## src/rtl/rf_pkg.sv

```systemverilog
// rf_pkg: shared register-file address width, link-register address and address type.
package rf_pkg;
    localparam int RF_ADDR_WIDTH = 4;
    localparam logic [RF_ADDR_WIDTH-1:0] RF_LINK_ADDR = 4'hD;
    typedef logic [RF_ADDR_WIDTH-1:0] rf_addr_t;
endpackage

```

## src/rtl/rf_write_addr_mux.sv

```systemverilog
// rf_write_addr_mux: selects the register-file write address and keeps a write-back copy.
// Ports:
//   CLK                 system clock, registered outputs update on rising edge
//   Reset               asynchronous active-low reset of all registered state
//   RFWA                write-address select: 0 = instruction field, 1 = LINK_ADDR
//   InstructionRegister destination-register field of the current instruction
//   WriteEnable         register-file write request for the current instruction
//   Output              combinational selected write address
//   OutputReg           registered write address for the write-back stage
//   WriteEnableReg      registered WriteEnable, aligned with OutputReg
//   LinkSelReg          registered RFWA, marks OutputReg as a link write
module rf_write_addr_mux
    import rf_pkg::*;
#(
    parameter int ADDR_WIDTH = RF_ADDR_WIDTH,
    parameter logic [ADDR_WIDTH-1:0] LINK_ADDR = RF_LINK_ADDR
) (
    input  logic                  CLK,
    input  logic                  Reset,
    input  logic                  RFWA,
    input  logic [ADDR_WIDTH-1:0] InstructionRegister,
    input  logic                  WriteEnable,
    output logic [ADDR_WIDTH-1:0] Output,
    output logic [ADDR_WIDTH-1:0] OutputReg,
    output logic                  WriteEnableReg,
    output logic                  LinkSelReg
);
    logic [ADDR_WIDTH-1:0] output_reg_d, output_reg_q;
    logic                  we_reg_d, we_reg_q;
    logic                  link_sel_d, link_sel_q;
    // Case with an X default so an unknown select yields a fully unknown address.
    always_comb begin
        Output = 'x;
        case (RFWA)
            1'b0: Output = InstructionRegister;
            1'b1: Output = LINK_ADDR;
            default: Output = 'x;
        endcase
    end
    // Address and link flag are only captured for real writes; the enable always follows.
    always_comb begin
        we_reg_d     = WriteEnable;
        output_reg_d = WriteEnable ? Output : output_reg_q;
        link_sel_d   = WriteEnable ? RFWA : link_sel_q;
    end
    always_ff @(posedge CLK or negedge Reset) begin
        if (!Reset) begin
            output_reg_q <= '0;
            we_reg_q     <= 1'b0;
            link_sel_q   <= 1'b0;
        end else begin
            output_reg_q <= output_reg_d;
            we_reg_q     <= we_reg_d;
            link_sel_q   <= link_sel_d;
        end
    end
    assign OutputReg      = output_reg_q;
    assign WriteEnableReg = we_reg_q;
    assign LinkSelReg     = link_sel_q;
endmodule

```

## config.mk

```make
export PLATFORM = sky130hd
export DESIGN_NAME = rf_write_addr_mux
export DESIGN_NICKNAME = d
export VERILOG_FILES = /design/src/rtl/rf_pkg.sv /design/src/rtl/rf_write_addr_mux.sv
export SDC_FILE = /design/constraint.sdc
export NUM_CORES = 1
export LEC_CHECK = 0
export BUFFER_PORTS_ARGS = -buffer_cell sky130_fd_sc_hd__buf_2
export CORE_AREA = 5 5 42 44
export DETAILED_ROUTE_END_ITERATION = 8
export DIE_AREA = 0 0 47 49
export PLACE_DENSITY_LB_ADDON = 0.3
export SLEW_MARGIN = 20
export SYNTH_ARGS = -nofsm -noshare
export SYNTH_HDL_FRONTEND = slang
export SYNTH_SLANG_ARGS = --single-unit
```

## constraint.sdc

```tcl
create_clock -name CLK -period 1.1 [get_ports CLK]
set_input_delay 0.11 -clock CLK [delete_from_list [all_inputs] [get_ports CLK]]
set_output_delay 0.11 -clock CLK [all_outputs]
set_load 0.1 [all_outputs]
```

---- Yosys cells after proc, flatten, opt, wreduce, memory -nomap -nowiden ----
Cells that the tools add are included.
storage, ports and cells
  register bits ........................... 6
  output and inout port bits .............. 10
cells by class
  bitwise operators ....................... 1
  mux-type cells .......................... 1
operators with widths
  operator                            number
  one-hot mux 4 bit (2 select lines)  1
  NOT 1 bit                           1

---- Depth between registers and ports, before layout ----
  depth after elaboration ................. 2
  depth in mapped cells ................... 2
  mapped depth without buffers ............ 2

---- Worst setup path before layout ----
Ideal clock, no wire load.
  path type ............................... in2reg
  start ................................... input port RFWA
  end ..................................... register output_reg_q[1], in the netlist OutputReg[1]
  setup time .............................. 0.074 ns
  buffers on the path ..................... 0
  arrival ................................. 1.819 ns
  stages .................................. 2
  path slack .............................. -0.793 ns
  path through ............................ nor2b_1 > mux2_2
between the ends
  cells in the longest elaborated chain, start to end .. 2
ends and longest elaborated chain
  element                                 line                     RTL
  start, declared                         rf_write_addr_mux.sv:20  input logic RFWA,
  NOT 1 bit                               rf_write_addr_mux.sv:34  case (RFWA)
  one-hot mux 4 bit (2 select lines) (*)  rf_write_addr_mux.sv:34
  end signal, assigned                    rf_write_addr_mux.sv:52  output_reg_q <= output_reg_d;
  end, declared                           rf_write_addr_mux.sv:28  logic [ADDR_WIDTH-1:0] output_reg_d, output_reg_q;
Every way passes the cells marked *; elsewhere a longest branch is shown, timed or not.
A chain may end at the register's enable or synchronous reset.

---- Worst setup path in the final report ----
  start ................................... input port RFWA
  end ..................................... output port Output[2]
between the ends
  cells in the longest elaborated chain, start to end .. 2
ends and longest elaborated chain
  element                                 line                     RTL
  NOT 1 bit                               rf_write_addr_mux.sv:34
  one-hot mux 4 bit (2 select lines) (*)  rf_write_addr_mux.sv:34
  end, declared                           rf_write_addr_mux.sv:23  output logic [ADDR_WIDTH-1:0] Output,
Marked as above.

==> flow_summary.json <==
{
  "status": "complete, no violations",
  "drt_iter0_drc": 0,
  "p_total_uw": 810.4,
  "drv_cap": 0,
  "min_to": "WriteEnableReg$_DFF_PN0_",
  "seqCellArea_sq_um": 155.1,
  "cp.arrival_ps": 850,
  "skew_ps": 0,
  "nFillCells": 145,
  "cts_setup_buffers": 0,
  "viasPerCell": 3.769,
  "synthTopCellsByArea": "dfrtp_1 65%, mux2_2 24%, or2_1 8.1%",
  "routedWlPerCell_um": 11.46,
  "insertion_delay_ps": 240,
  "start_kind": "input pin",
  "synth_seq_cells": 6,
  "hold_depth": 1,
  "vias": 196,
  "yosysSeqAreaShare_pct": 64.86,
  "numCtsBuffers": 3,
  "worst_slew_pin_slew_ps": 489.4,
  "report.final.slew_viol_count": 0,
  "power_density_nw_per_um2": 1665,
  "dp_hpwl_um": 487.1,
  "cp_num_buf_inv": 2,
  "dp_cells": 48,
  "syn-num-nets": 23,
  "antenna_found_initial": 0,
  "rsz0062_at_grt": "no",
  "hold_viol": 0,
  "worst-r2r-cell-count": 1,
  "rows": 14,
  "synth.cell_area_sq_um": 231.5,
  "power.static_leakage_nw": 0.2175,
  "cts_htree_levels": 1,
  "cts.sinks": 6,
  "ys_types": 4,
  "num_antenna_cells": 0,
  "start_util_pct": 16.52,
  "hold_class": "in -> reg",
  "ios": 18,
  "cts.clk_slew.worst_paths_ps": 40,
  "synthCells": 15,
  "vdd_drop_max_mv": 0.6895,
  "dr.pass1.iters": 1,
  "cts_tree": "built",
  "worstPathCellList": "buf_2 > or2_2 > buf_2",
  "slowest_stage": "or2_2",
  "crit_type": "in -> out",
  "worstPathRequired_ps": 990,
  "reg2reg_slack_ps": 300,
  "cp_common_cell": "buf_2",
  "coreArea_sq_um": 1401,
  "r2r-end": "LinkSelReg$_DFFE_PN0P_",
  "multiInputGateArea_sq_um": 88.84,
  "max_slew_margin_pct": 67.60,
  "layout-drive-gt1-share_pct": 91.67,
  "synth.avg_cell_area_sq_um": 15.43,
  "root_buffer": "clkbuf_4",
  "fmax_mhz": 1046,
  "synth_warnings": 0,
  "fin_crit_sh_pct": 86.89,
  "dieArea_sq_um": 2303,
  "fin_cells": 52,
  "grt_overflow_total": 0,
  "grt_max_degree": 7,
  "area_growth_pct": 110.3,
  "drc_errors": 0,
  "end_kind": "output pin",
  "yosysTopAreaCell": "dfrtp_1",
  "crit_family": "buffers and inverters",
  "gp_congestion": 0.6801,
  "routed_wl_um": 596,
  "die_w_um": 47,
  "grt_pass1_vias": 191,
  "track_usage_pct": 5.811,
  "synth_top_area_share_pct": 64.86,
  "cp_max_fo": 5,
  "fin_nets": 46,
  "hp-start": "WriteEnable",
  "drtAntennaViolNets": 0,
  "die_h_um": 49,
  "r2r-start": "LinkSelReg$_DFFE_PN0P_",
  "io_buffer_count": 17,
  "clockBufferDepth": 2,
  "finalSetupViolCount": 0,
  "max_stage_delay_ps": 300,
  "grt_pass1_wl_um": 876,
  "finalWorstPathRequiredPeriod_ps": 955.8
}
cell type report:
class	count	area share, %
tap	16	4.113
multi-input combinational	9	18.25
sequential	6	31.88
timing repair buffer	18	41.13
clock buffer	3	4.627
Yosys cell counts (all sizes together):
cell type  number
dfrtp           6
mux2            5
or2             3
nor2b           1
where the power goes:
| group | internal [mW] | switching [mW] | total (mW) | leakage (nW) |
|---|---|---|---|---|
| clock network | 0.123 | 0.0768 | 0.200 | 0.0138 |
| registers | 0.243 | 0.0198 | 0.263 | 0.0643 |
| logic | 0.116 | 0.231 | 0.347 | 0.139 |
| total | 0.483 | 0.328 | 0.810 | 0.218 |
cell families after synthesis:
| family | after synthesis | synth area share [%] |
|---|---|---|
| and+or+nand+nor | 4 | 10.81 |
| DFF | 6 | 64.86 |
| muxes | 5 | 24.32 |
worst max-delay path by stage:
stage / startpoint / end / slack (ps) / cells after the start
floorplan: OutputReg[1]$_DFFE_PN0P_ / OutputReg[1]$_DFFE_PN0P_ / -160 / 1
global placement: RFWA / Output[2] / 140 / 3
detailed placement: RFWA / Output[2] / 140 / 3
CTS: OutputReg[0]$_DFFE_PN0P_ / OutputReg[0] / 140 / 1
global route: RFWA / Output[2] / 120 / 3
finish: RFWA / Output[2] / 140 / 3
cell usage in the layout (no fill, tap or decap), drive strengths merged:
cell	synthesis	routed
or2	3	3
buf	0	17
nor2b	1	1
mux2	5	5
dlygate4sd3	0	1
clkbuf	0	3
dfrtp	6	6
metal layers:
metal	routed length [um]	global-route usage (%)	vias up	share of wire (%)
met5	0	0	-	0
li1	-	-	92	-
met1	280	7.623	86	47
met4	0	4.147	0	0
met3	132	4.797	0	22
met2	184	5.882	18	31
state kept, by name, indices dropped and copies added (netlist names):
name / flops
LinkSelReg: 1
OutputReg: 4
WriteEnableReg: 1
through the flow:
| stage | setup TNS (ps) | util (%) | hold WS (ps) | instance area (sq um) | worst slack [ps] |
|---|---|---|---|---|---|
| 2_1_floorplan | -155.9 | - | -185.6 | 244.0 | -155.9 |
| 3_3_place_gp | 0 | 32.41 | -59.31 | 454.2 | 142.2 |
| 3_5_place_dp | 0 | 32.41 | -55.31 | 454.2 | 142.7 |
| 4_1_cts | 0 | 34.73 | 76.71 | 486.7 | 142.3 |
| 5_1_grt | 0 | 34.73 | 73.43 | 486.7 | 123.3 |
| 6_report | 0 | 34.73 | 78.57 | 486.7 | 144.2 |
repair_timing:
action / 4_1_cts / 5_1_grt
gates resized for setup: 0 / 0
hold endpoints to repair: 6 / 0
hold buffers: 1 / 0
Power figures use the tool's default switching activity.
